## config.mk

```make
export PLATFORM = sky130hd
export DESIGN_NAME = fifo9_word_packer
export DESIGN_NICKNAME = d
export VERILOG_FILES = /design/src/rtl/fifo9_word_packer_pkg.sv /design/src/rtl/fifo9_word_packer.sv
export SDC_FILE = /design/constraint.sdc
export NUM_CORES = 1
export LEC_CHECK = 0
export ABC_AREA = 1
export CAP_MARGIN = 30
export CORE_MARGIN = 3
export CORE_UTILIZATION = 50
export DETAILED_ROUTE_END_ITERATION = 6
export GPL_TIMING_DRIVEN = 0
export HOLD_SLACK_MARGIN = 0.08
export PLACE_DENSITY = 0.73
export SLEW_MARGIN = 10
export SYNTH_ARGS = -nofsm -noshare
export SYNTH_HDL_FRONTEND = slang
export SYNTH_SLANG_ARGS = --single-unit
export TNS_END_PERCENT = 1
```

## constraint.sdc

```tcl
create_clock -name clk -period 6.9 [get_ports clk]
set_input_delay 0.69 -clock clk [delete_from_list [all_inputs] [get_ports clk]]
set_output_delay 0.69 -clock clk [all_outputs]
set_load 0.05 [all_outputs]
```

## src/rtl/fifo9_word_packer_pkg.sv

```systemverilog
// Shared constants and payload types for the 9-bit FIFO wrappers and the word packer.
package fifo9_word_packer_pkg;

    localparam int unsigned BYTE_W     = 8;
    localparam int unsigned LANES      = 4;
    localparam int unsigned EOF_BIT    = 8;
    localparam int unsigned FIFO_W     = 9;
    localparam int unsigned WORD_W     = BYTE_W * LANES;
    localparam int unsigned LANE_IDX_W = 2;
    localparam int unsigned BE_CNT_W   = 3;

    typedef struct packed {
        logic [WORD_W-1:0] data;
        logic [LANES-1:0]  be;
        logic              last;
    } word_t;

    // Number of enabled byte lanes in a word.
    function automatic logic [BE_CNT_W-1:0] be_count(input logic [LANES-1:0] be);
        logic [BE_CNT_W-1:0] n;
        n = '0;
        for (int i = 0; i < LANES; i++) begin
            n = n + BE_CNT_W'(be[i]);
        end
        return n;
    endfunction

endpackage

```

## src/rtl/fifo9_word_packer.sv

```systemverilog
// Packs 9-bit FIFO entries (byte + end-of-frame flag) into 32-bit little-endian words
// with byte enables, a one-entry skid for the in-flight read, and frame length reporting.
module fifo9_word_packer
    import fifo9_word_packer_pkg::*;
#(
    parameter int unsigned LEN_W = 16
) (
    input  logic              clk,
    input  logic              rst_n,
    input  logic [FIFO_W-1:0] fifo_q,
    input  logic              fifo_empty,
    output logic              fifo_rd_en,
    output logic [WORD_W-1:0] out_data,
    output logic [LANES-1:0]  out_be,
    output logic              out_last,
    output logic              out_valid,
    input  logic              out_ready,
    output logic [LEN_W-1:0]  frame_len,
    output logic              frame_done
);

    logic                  active;
    logic                  inflight;
    word_t                 acc;
    word_t                 acc_n;
    word_t                 out_w;
    logic [LANE_IDX_W-1:0] lane_idx;
    logic [LANE_IDX_W-1:0] lane_n;
    logic                  acc_done;
    logic                  done_n;
    logic                  skid_valid;
    logic                  skid_valid_n;
    logic [FIFO_W-1:0]     skid_q;
    logic [FIFO_W-1:0]     skid_q_n;
    logic [FIFO_W-1:0]     load_q;
    logic                  load_valid;
    logic                  move_c;
    logic                  handshake_c;
    logic [LEN_W:0]        cnt_sum;
    logic [LEN_W-1:0]      cnt_sat;
    logic [LEN_W-1:0]      frame_cnt;

    // 'active' keeps the read strobe low while and right after reset is asserted.
    assign fifo_rd_en  = active && !fifo_empty && !acc_done && !skid_valid;
    assign move_c      = acc_done && (!out_valid || out_ready);
    assign handshake_c = out_valid && out_ready;

    assign out_data = out_w.data;
    assign out_be   = out_w.be;
    assign out_last = out_w.last;

    // Accumulator next state: a move empties it, then the skid byte (or the byte
    // arriving that cycle) lands in lane 0 of the fresh word.
    always_comb begin
        acc_n        = acc;
        lane_n       = lane_idx;
        done_n       = acc_done;
        skid_valid_n = skid_valid;
        skid_q_n     = skid_q;
        load_valid   = 1'b0;
        load_q       = fifo_q;

        if (move_c) begin
            acc_n  = '0;
            lane_n = '0;
            done_n = 1'b0;
            if (skid_valid) begin
                load_valid   = 1'b1;
                load_q       = skid_q;
                skid_valid_n = 1'b0;
            end else if (inflight) begin
                load_valid = 1'b1;
            end
        end else if (inflight) begin
            if (acc_done) begin
                skid_valid_n = 1'b1;
                skid_q_n     = fifo_q;
            end else begin
                load_valid = 1'b1;
            end
        end

        if (load_valid) begin
            acc_n.data     = acc_n.data | (WORD_W'(load_q[BYTE_W-1:0]) << {lane_n, 3'b000});
            acc_n.be[lane_n] = 1'b1;
            acc_n.last     = load_q[EOF_BIT];
            done_n         = load_q[EOF_BIT] || (lane_n == LANE_IDX_W'(LANES - 1));
            lane_n         = lane_n + LANE_IDX_W'(1);
        end
    end

    // Saturating byte count including the word being handed off.
    always_comb begin
        cnt_sum = {1'b0, frame_cnt} + (LEN_W + 1)'(be_count(out_w.be));
        cnt_sat = cnt_sum[LEN_W] ? '1 : cnt_sum[LEN_W-1:0];
    end

    always_ff @(posedge clk or negedge rst_n) begin
        if (!rst_n) begin
            active     <= 1'b0;
            inflight   <= 1'b0;
            acc        <= '0;
            lane_idx   <= '0;
            acc_done   <= 1'b0;
            skid_valid <= 1'b0;
            skid_q     <= '0;
        end else begin
            active     <= 1'b1;
            inflight   <= fifo_rd_en;
            acc        <= acc_n;
            lane_idx   <= lane_n;
            acc_done   <= done_n;
            skid_valid <= skid_valid_n;
            skid_q     <= skid_q_n;
        end
    end

    // Output register holds its word until accepted.
    always_ff @(posedge clk or negedge rst_n) begin
        if (!rst_n) begin
            out_w     <= '0;
            out_valid <= 1'b0;
        end else if (move_c) begin
            out_w     <= acc;
            out_valid <= 1'b1;
        end else if (out_ready) begin
            out_valid <= 1'b0;
        end
    end

    always_ff @(posedge clk or negedge rst_n) begin
        if (!rst_n) begin
            frame_cnt  <= '0;
            frame_len  <= '0;
            frame_done <= 1'b0;
        end else begin
            frame_done <= 1'b0;
            if (handshake_c) begin
                if (out_w.last) begin
                    frame_len  <= cnt_sat;
                    frame_cnt  <= '0;
                    frame_done <= 1'b1;
                end else begin
                    frame_cnt <= cnt_sat;
                end
            end
        end
    end

endmodule

```

==> Word-level counts from Yosys, hierarchy flattened <==
Cells that the tools add are included.
{ "word_totals": {"regBits": 123, "latchBits": 0, "ramBits": 0, "mem_bits_ro": 0, "in_bits": 13, "out_inout_bits": 56, "word_cells": 71, "mem_count": 0} }
{ "classes": {"add_sub_neg": 5, "n_mul": 0, "div": 0, "n_lt_le_gt_ge": 2, "eq_ne": 1, "shifts": 1, "mux": 24, "n_bitwise": 3, "n_reduce_logical": 19} }
{ "op_table": {"columns": ["operator", "count"], "rows": [
  ["$mux W37", 2],
  ["$mux W16", 2],
  ["$or A32 B32 Y32", 1],
  ["$shl A8 B5 Y32", 1],
  ["$mux W9", 2],
  ["$add A16 B3 Y17", 1],
  ["$mux W1", 15],
  ["$reduce_bool A2 Y1", 4],
  ["$logic_and A1 B1 Y1", 6],
  ["$logic_not A1 Y1", 4],
  ["$mux W2", 2],
  ["$or A4 B4 Y4", 1],
  ["$reduce_and A2 Y1", 2],
  ["$add A2 B1 Y3", 1],
  ["$add A3 B1 Y3", 1],
  ["$lt A2 B3 Y1 const B", 1],
  ["$reduce_and A3 Y1", 1],
  ["$add A1 B1 Y2", 1],
  ["$add A2 B1 Y2 const B", 1],
  ["$demux W1 S2", 1],
  ["$eq A2 B2 Y1 const B", 1],
  ["$ge A2 B1 Y1 const B", 1],
  ["$logic_or A1 B1 Y1", 2],
  ["$not A1 Y1", 1]
]} }

==> Depth between registers and ports, before layout <==
Gate-level depths: netlist (run 1).
{ "depth": {"word_depth": 10, "depth_mapped": 14, "mapped_depth_nobuf": 14} }

==> Least setup slack after synthesis (run 1) <==
No wires, ideal clock.
{ "synth_timing": {"kind": "reg2reg", "startpoint": "register out_w (netlist bit out_be[0])", "endpoint": "register frame_cnt[11]", "setup_time_ns": 0.083, "t_arrival_ns": 2.563, "required_ns": 6.817, "path_slack_ns": 4.254, "path_stages_with_launch": 14, "n_path_buf": 0, "period_less_slack_ns": 2.646, "cell_sequence": "dfrtp_1 > fa_1 > inv_1 > fa_1 > inv_1 > fa_1 > nand2_1 > nor2_2 > nand2_2 > nor2_4 > inv_2 > nand3_1 > nand2_1 > o21ai_0"} }
{ "synth_between": {"elab_chain_len": 6} }
{ "synth_rtl": {"columns": ["element", "line_no", "rtl"], "rows": [
  ["start, declared", "fifo9_word_packer.sv:26", "word_t out_w;"],
  ["start signal, assigned", "fifo9_word_packer.sv:121", "out_w <= '0;"],
  ["start signal, assigned", "fifo9_word_packer.sv:124", "out_w <= acc;"],
  ["$add A1 B1 Y2", "fifo9_word_packer_pkg.sv:23", "n = n + BE_CNT_W'(be[i]);"],
  ["$add A2 B1 Y3", "fifo9_word_packer_pkg.sv:23", null],
  ["$add A3 B1 Y3", "fifo9_word_packer_pkg.sv:23", null],
  ["$add A16 B3 Y17", "fifo9_word_packer.sv:94", "cnt_sum = {1'b0, frame_cnt} + (LEN_W + 1)'(be_count(out_w.be));"],
  ["$mux W16", "fifo9_word_packer.sv:95", "cnt_sat = cnt_sum[LEN_W] ? '1 : cnt_sum[LEN_W-1:0];"],
  ["$mux W16", "fifo9_word_packer.sv:139", "if (out_w.last) begin"],
  ["end signal, assigned", "fifo9_word_packer.sv:144", "frame_cnt <= cnt_sat;"],
  ["end, declared", "fifo9_word_packer.sv:41", "logic [LEN_W-1:0] frame_cnt;"]
]} }
No other way between the ends.
A chain may end at the register's enable or synchronous reset.

==> Worst setup path after layout (run 1) <==
{ "layout_timing": {"startpoint": "register out_w (netlist bit out_be[0])", "endpoint": "register frame_cnt[10]"} }
Same word-level chain as after synthesis.

==> flow_metrics.tcl, run 1 <==
set metrics [dict create \
    vdd_ir_drop_max_mv 0.280 \
    post-place-ws_ns 4.05 \
    crit_type "flip-flop to flip-flop" \
    final.setup.worst_slack_ns 4.03 \
    drt_first_pass_iters 4 \
    clk_pin_slew_ns 0.06 \
    outcome "complete, no violations" \
    effective_utilization_at_floorplan_pct 51.8 \
    totalPowerFinal_mw 3.26 \
    dr_wl_met2_um 5780 \
    vias 4276 \
    grt.total_usage_pct 22.8 \
    synth_most_common_cell "nand2_1" \
    netlist_top_cells_count "229 x nand2_1, 123 x dfrtp_1, 63 x o21ai_0" \
    fraction_of_power_consumed_by_sequential_logic_pct 34.5 \
    post-cts-setup-buffer-count 0 \
    tritoncts.num_buffers 17 \
    number_of_placement_rows 37 \
    net_count_of_the_finished_layout 709 \
    final-max-slew-violation-count 0 \
    power.switching_mw 1.28 \
    route.detailed.vias_per_inst 5.11 \
    detail_route.wl_per_cell_um 14.9 \
    rsz0062_at_grt "no" \
    synthCells 599 \
    tightest_slew_ns 0.554 \
    detail_route.iter0.violations 303 \
    worstSetupEndpointType "flip-flop" \
    grt_start_max_net_pins 93 \
    tritoncts_sinks 123 \
    synthesis.nets 620 \
    combPwrFrac_pct 37.7 \
    gp_congestion 0.885 \
    synthDominantAreaCellType "dfrtp_1" \
    syn_area_sq_um 5390 \
    antenna_cells 0 \
    clock_insertion_delay_worst_skew_ns 0.53 \
    critical_path.max_fanout 3 \
    hold_viol 0 \
    drt.antenna.violating_nets 0 \
    finalWirelength_um 12500 \
    grt_antenna_before_repair 0 \
    top_signal_layer_used "met4" \
    detailed_place_hpwl_um 8600 \
    cts.path.max_buffers 2 \
    cell_internal_pwr_mw 1.97 \
    timing.critical_path.required_ns 7.30 \
    route.met3.wl_um 713 \
    finClkSkew_ns 0.00862 \
    first_global_vias 4265 \
    floorplan.die.width_um 110 \
    leakage_nw 3.43 \
    arrival_ns 3.26 \
    final-setup-viol-count 0 \
    synth.avg_cell_area_sq_um 9.00 \
    netlist_top_cells_area "dfrtp_1 57%, nand2_1 16%, o21ai_0 5.8%, inv_1 3.8%, o22ai_1 2.0%" \
    swShare_pct 39.4 \
    die-height_um 110 \
    totalNegativeSetupSlack_ns 0 \
    yosysSeqAreaShare_pct 57.1 \
    route.layer.met1.wl_um 5760 \
    finalCriticalPeriod_ns 2.87 \
    maxCapViolCount 0 \
    yosysUniqueCellTypes 32 \
    fmax_ghz 0.349 \
    drive_above_1_share_pct 12.6 \
    slew_headroom_pct 63.1 \
    dieArea_sq_um 12100 \
    placeableCoreArea_sq_um 10400 \
    cp-start-kind "flip-flop" \
    clkPwrFrac_pct 27.8 \
    cts_tree "built" \
    timing.hold.worst.class "flip-flop to flip-flop" \
    async_flop_share_pct 100 \
    yosysWarningCount 0 \
    post-route-period-util_pct 41.5 \
    io_pins 69 \
    drc 0 \
    power.density_cell_area_nw_per_um2 473 \
    synth_edf_count 0 \
    share_of_the_synthesized_area_in_the_top_cell_type_pct 57.1 \
    worst_hold_slack_ns 0.471 \
    h-tree-depth 4 \
    postSynth.topFlopCell "dfrtp_1" \
    ys_ff_latch 123 \
    grt_pass1_wl_um 20900 \
    io_buffers 68 \
    areaGrowthSynthToFinish_pct 27.7 \
    globalRoute.totalOverflow 0 \
    cts.root.buffer_cell "clkbuf_8" \
]
==> worst paths after layout <==
path                                        endpoint  slack [ns]  cells past startpoint                  start
max                        frame_cnt[10]$_DFFE_PN0P_        4.03                     12  out_be[0]$_DFFE_PN0P_
max in group asynchronous  frame_len[15]$_DFFE_PN0P_        5.56                      3                  rst_n
min in group asynchronous   out_data[12]$_DFFE_PN0P_        0.61                      2                  rst_n
max reg2reg                frame_cnt[10]$_DFFE_PN0P_        4.03                     12  out_be[0]$_DFFE_PN0P_
min                         out_data[21]$_DFFE_PN0P_        0.47                      2      acc[26]$_DFF_PN0_
min reg2reg                 out_data[21]$_DFFE_PN0P_        0.47                      2      acc[26]$_DFF_PN0_
==> sequential cells by signal (all words and copies together), names as in the netlist <==
register	count
acc	37
out_data	32
frame_cnt	16
frame_len	16
skid_q	9
out_be	4
lane_idx	2
acc_done	1
active	1
frame_done	1
inflight	1
out_last	1
out_valid	1
skid_valid	1
==> stage by stage <==
stage / utilization (%) / instances / cell area, sq um
after floorplan: - / 599 / 5390
after global placement: 59.9 / 803 / 6240
after detailed placement: 60.2 / 804 / 6270
after CTS: 66.1 / 836 / 6890
after global routing: 66.1 / 836 / 6890
final: 66.1 / 836 / 6890
==> power groups by stage <==
stage | logic [mW] | clock network [mW] | registers (mW)
finish | 1.23 | 0.905 | 1.12
CTS | 1.24 | 0.915 | 1.12
floorplan | 0.446 | 0 | 1.50
global placement | 1.20 | 0 | 1.12
global route | 1.33 | 0.954 | 1.15
detailed placement | 1.23 | 0 | 1.13
==> final cells by class <==
type	instances	area (sq um)
Inverter	60	230
Multi-Input combinational cell	393	1950
Clock buffer	19	432
Fill cell	832	3530
Sequential cell	123	3080
Buffer	23	138
Clock inverter	12	173
Timing Repair Buffer	70	719
Tap cell	136	170
==> critical path, cell delays in order, from the launching register on <==
cell,delay (ns)
dfrtp_1,0.44
fa_1,0.55
inv_1,0.05
fa_1,0.35
inv_1,0.10
fa_1,0.23
nand2_1,0.11
nor2_2,0.18
nand2_1,0.12
o21ai_0,0.25
nand3_1,0.19
nand2_1,0.09
o21ai_0,0.09
==> layout by cell type, fill, tap and decap left out, types with 2 or more instances in the layout <==
cell / Yosys / routed
xor2_1: 5 / 5
nand2_2: 4 / 4
nand3_1: 18 / 18
clkbuf_8: 0 / 2
nor2_1: 15 / 15
o211ai_2: 8 / 8
buf_2: 11 / 11
o21ai_2: 8 / 8
clkbuf_1: 5 / 6
o22ai_1: 17 / 17
ha_1: 5 / 5
o21ai_0: 63 / 63
buf_4: 4 / 4
clkinv_2: 0 / 4
nand2_4: 4 / 4
inv_1: 54 / 54
bufinv_16: 0 / 4
clkbuf_16: 0 / 16
dfrtp_1: 123 / 123
buf_6: 3 / 4
fa_1: 3 / 3
inv_2: 5 / 5
clkdlybuf4s50_1: 0 / 67
nand2_1: 229 / 229
nor2_2: 2 / 2
clkinv_4: 1 / 3
clkinvlp_4: 0 / 2
nand4_1: 2 / 2
==> cells by family (layout without fill, tap and decap cells) <==
logic type	after synthesis	after routing	share of synthesized area [%]
and+or+nand+nor	278	278	21.0
DFF	123	123	57.1
AOI/OAI and AO/OA	100	100	11.8
buffers and inverters	83	184	6.82
adders and majority gates	8	8	2.27
xor gates and xnor gates	6	6	0.974
other	1	1	0.0695
==> per-layer routing <==
layer | vias up | track usage, %
met5 | - | 0
met4 | 0 | 8.90
met3 | 19 | 4.87
met2 | 120 | 34.3
met1 | 2059 | 32.5
li1 | 2078 | -
==> timing repair <==
| action | 4_1_cts | 5_1_grt |
|---|---|---|
| hold endpoints to repair | 31 | 0 |
| gates resized for setup | 0 | 0 |
| setup endpoints to repair | 0 | 0 |
| hold buffers | 1 | 0 |
(Power assumes the default switching activity.)
==> run 2, diff against run 1 <==
==> constraint.sdc (replaced) <==
create_clock -name clk -period 2.9 [get_ports clk]
set_input_delay 0.29 -clock clk [delete_from_list [all_inputs] [get_ports clk]]
set_output_delay 0.29 -clock clk [all_outputs]
set_load 0.05 [all_outputs]
==> flow_metrics.tcl, run 2 (synthesis results as in run 1) <==
set metrics [dict create \
    clock_insertion_delay_worst_skew_ns 0.53 \
    rsz0062_at_grt "no" \
    areaGrowthSynthToFinish_pct 28.2 \
    crit_chain "fa_1 > inv_1 > fa_1 > inv_1 > fa_1 > nand2_1 > nor2_4 > nand2_1 > o21ai_1 > nand3_1 > nand2_1 > o21ai_0" \
    fmax_ghz 0.358 \
    detail_route.iter0.violations 292 \
    arrival_ns 3.19 \
    h-tree-depth 4 \
    detailed_place_hpwl_um 8600 \
    final.setup.worst_slack_ns 0.109 \
    cts_tree "built" \
    grt_pass1_wl_um 20900 \
    final-max-slew-violation-count 0 \
    vias 4347 \
    die-height_um 110 \
    clk_pin_slew_ns 0.06 \
    vdd_ir_drop_max_mv 0.669 \
    grt_start_max_net_pins 93 \
    globalRoute.totalOverflow 0 \
    finish.cell_count_without_fillers 838 \
    crit_type "flip-flop to flip-flop" \
    grt_antenna_before_repair 0 \
    io_buffers 68 \
    drc 0 \
    first_global_vias 4265 \
    drt.antenna.violating_nets 0 \
    grt.total_usage_pct 22.8 \
    slew_headroom_pct 62.1 \
    tightest_slew_ns 0.568 \
    placeableCoreArea_sq_um 10400 \
    max_flop_register "acc" \
    finalWirelength_um 12600 \
    effective_utilization_at_floorplan_pct 51.8 \
    detail_route.wl_per_cell_um 15.0 \
    cts.root.buffer_cell "clkbuf_8" \
    commonest_non_fill_non_tap_cell_in_the_layout "nand2_1" \
    critPathSlowestCell "fa_1" \
    tritoncts.num_buffers 17 \
    cp_slowest_stage_delay_ns 0.55 \
    net_count_of_the_finished_layout 711 \
    post-route-period-util_pct 96.2 \
    timing.critical_path.required_ns 3.30 \
    drt_first_pass_iters 5 \
    tritoncts_sinks 123 \
    floorplan.die.width_um 110 \
    power.density_cell_area_nw_per_um2 1120 \
    io_pins 69 \
    worstSetupEndpointType "flip-flop" \
    finClkSkew_ns 0.00823 \
    critical_path.max_fanout 3 \
    drive_above_1_share_pct 13.0 \
    hold_viol 0 \
    antenna_cells 0 \
    number_of_flip_flops_under_the_largest_register_name 37 \
    cts.path.max_buffers 2 \
    number_of_placement_rows 37 \
    outcome "complete, no violations" \
    post-place-ws_ns 0.102 \
    placed_cells 804 \
    maxCapViolCount 0 \
    timing.hold.worst.class "primary input to async pin" \
    route.detailed.vias_per_inst 5.19 \
    gp_congestion 0.885 \
    finalCriticalPeriod_ns 2.79 \
    leakage_nw 3.44 \
    final_cell_mix "229 x nand2_1, 123 x dfrtp_1, 67 x clkdlybuf4s50_1" \
    final-setup-viol-count 0 \
    cp-start-kind "flip-flop" \
    postLayoutCellArea_sq_um 6920 \
    post_dp_cell_area_sq_um 6270 \
    dieArea_sq_um 12100 \
]
-- run 2: final timing paths --
| check | cells past startpoint | endpoint | startpoint | slack [ns] |
|---|---|---|---|---|
| worst max-delay path | 12 | frame_cnt[10]$_DFFE_PN0P_ | out_be[0]$_DFFE_PN0P_ | 0.11 |
| worst min-delay path | 2 | out_data[12]$_DFFE_PN0P_ | rst_n | 0.22 |
| worst max register to register | 12 | frame_cnt[10]$_DFFE_PN0P_ | out_be[0]$_DFFE_PN0P_ | 0.11 |
| worst min register to register | 2 | out_data[21]$_DFFE_PN0P_ | acc[26]$_DFF_PN0_ | 0.47 |
| max in group asynchronous | 3 | frame_len[15]$_DFFE_PN0P_ | rst_n | 1.94 |
| min in group clk | 2 | inflight$_DFF_PN0_ | fifo_empty | 0.30 |
-- run 2: worst max-delay path, delay by kind of cell, from the launching register on --
family                   cells  cell delay [ns]
AO/OA/AOI/OAI                2             0.29
adder cells (fa/ha/maj)      3             1.14
buffers and inverters        2             0.15
flip-flops                   1             0.44
AND/OR/NAND/NOR              5             0.64
-- run 2: timing repair --
item / CTS / global route
setup buffers: 0 / 2
endpoints found under the setup margin: 0 / 19
hold endpoints to repair: 123 / 0
hold buffers: 1 / 0
resized for setup: 0 / 5
-- run 2: cell type report --
cell class / instances / area (sq um)
tap: 136 / 170
multi-input combinational: 393 / 1960
clock buffer: 19 / 432
sequential: 123 / 3080
buffer: 23 / 138
inverter: 60 / 230
timing repair buffer: 72 / 734
fill: 828 / 3500
clock inverter: 12 / 173
-- run 2: stage by stage --
step	total power, mW	TNS [ns]	utilization, %	hold WS [ns]
after floorplan	4.64	0	-	-0.00559
after global placement	5.51	-379.57	59.9	0.461
after detailed placement	5.61	0	60.2	0.189
after CTS	7.79	0	66.1	0.201
after global routing	8.20	0	66.4	0.251
final	7.76	0	66.4	0.216
-- run 2: power by group --
group | switching, mW | total [mW] | leakage (nW) | internal, mW
Sequential | 0.363 | 2.68 | 1.65 | 2.32
Combinational | 1.96 | 2.93 | 1.50 | 0.974
Clock | 0.743 | 2.15 | 0.293 | 1.41
-- run 2: routing by layer --
layer	vias to the layer above	GRT usage [%]	part of all wire [%]
met5	-	0	0
met4	0	8.90	2.1
met3	28	4.87	5.3
met2	129	34.3	46
met1	2108	32.5	46
li1	2082	-	-
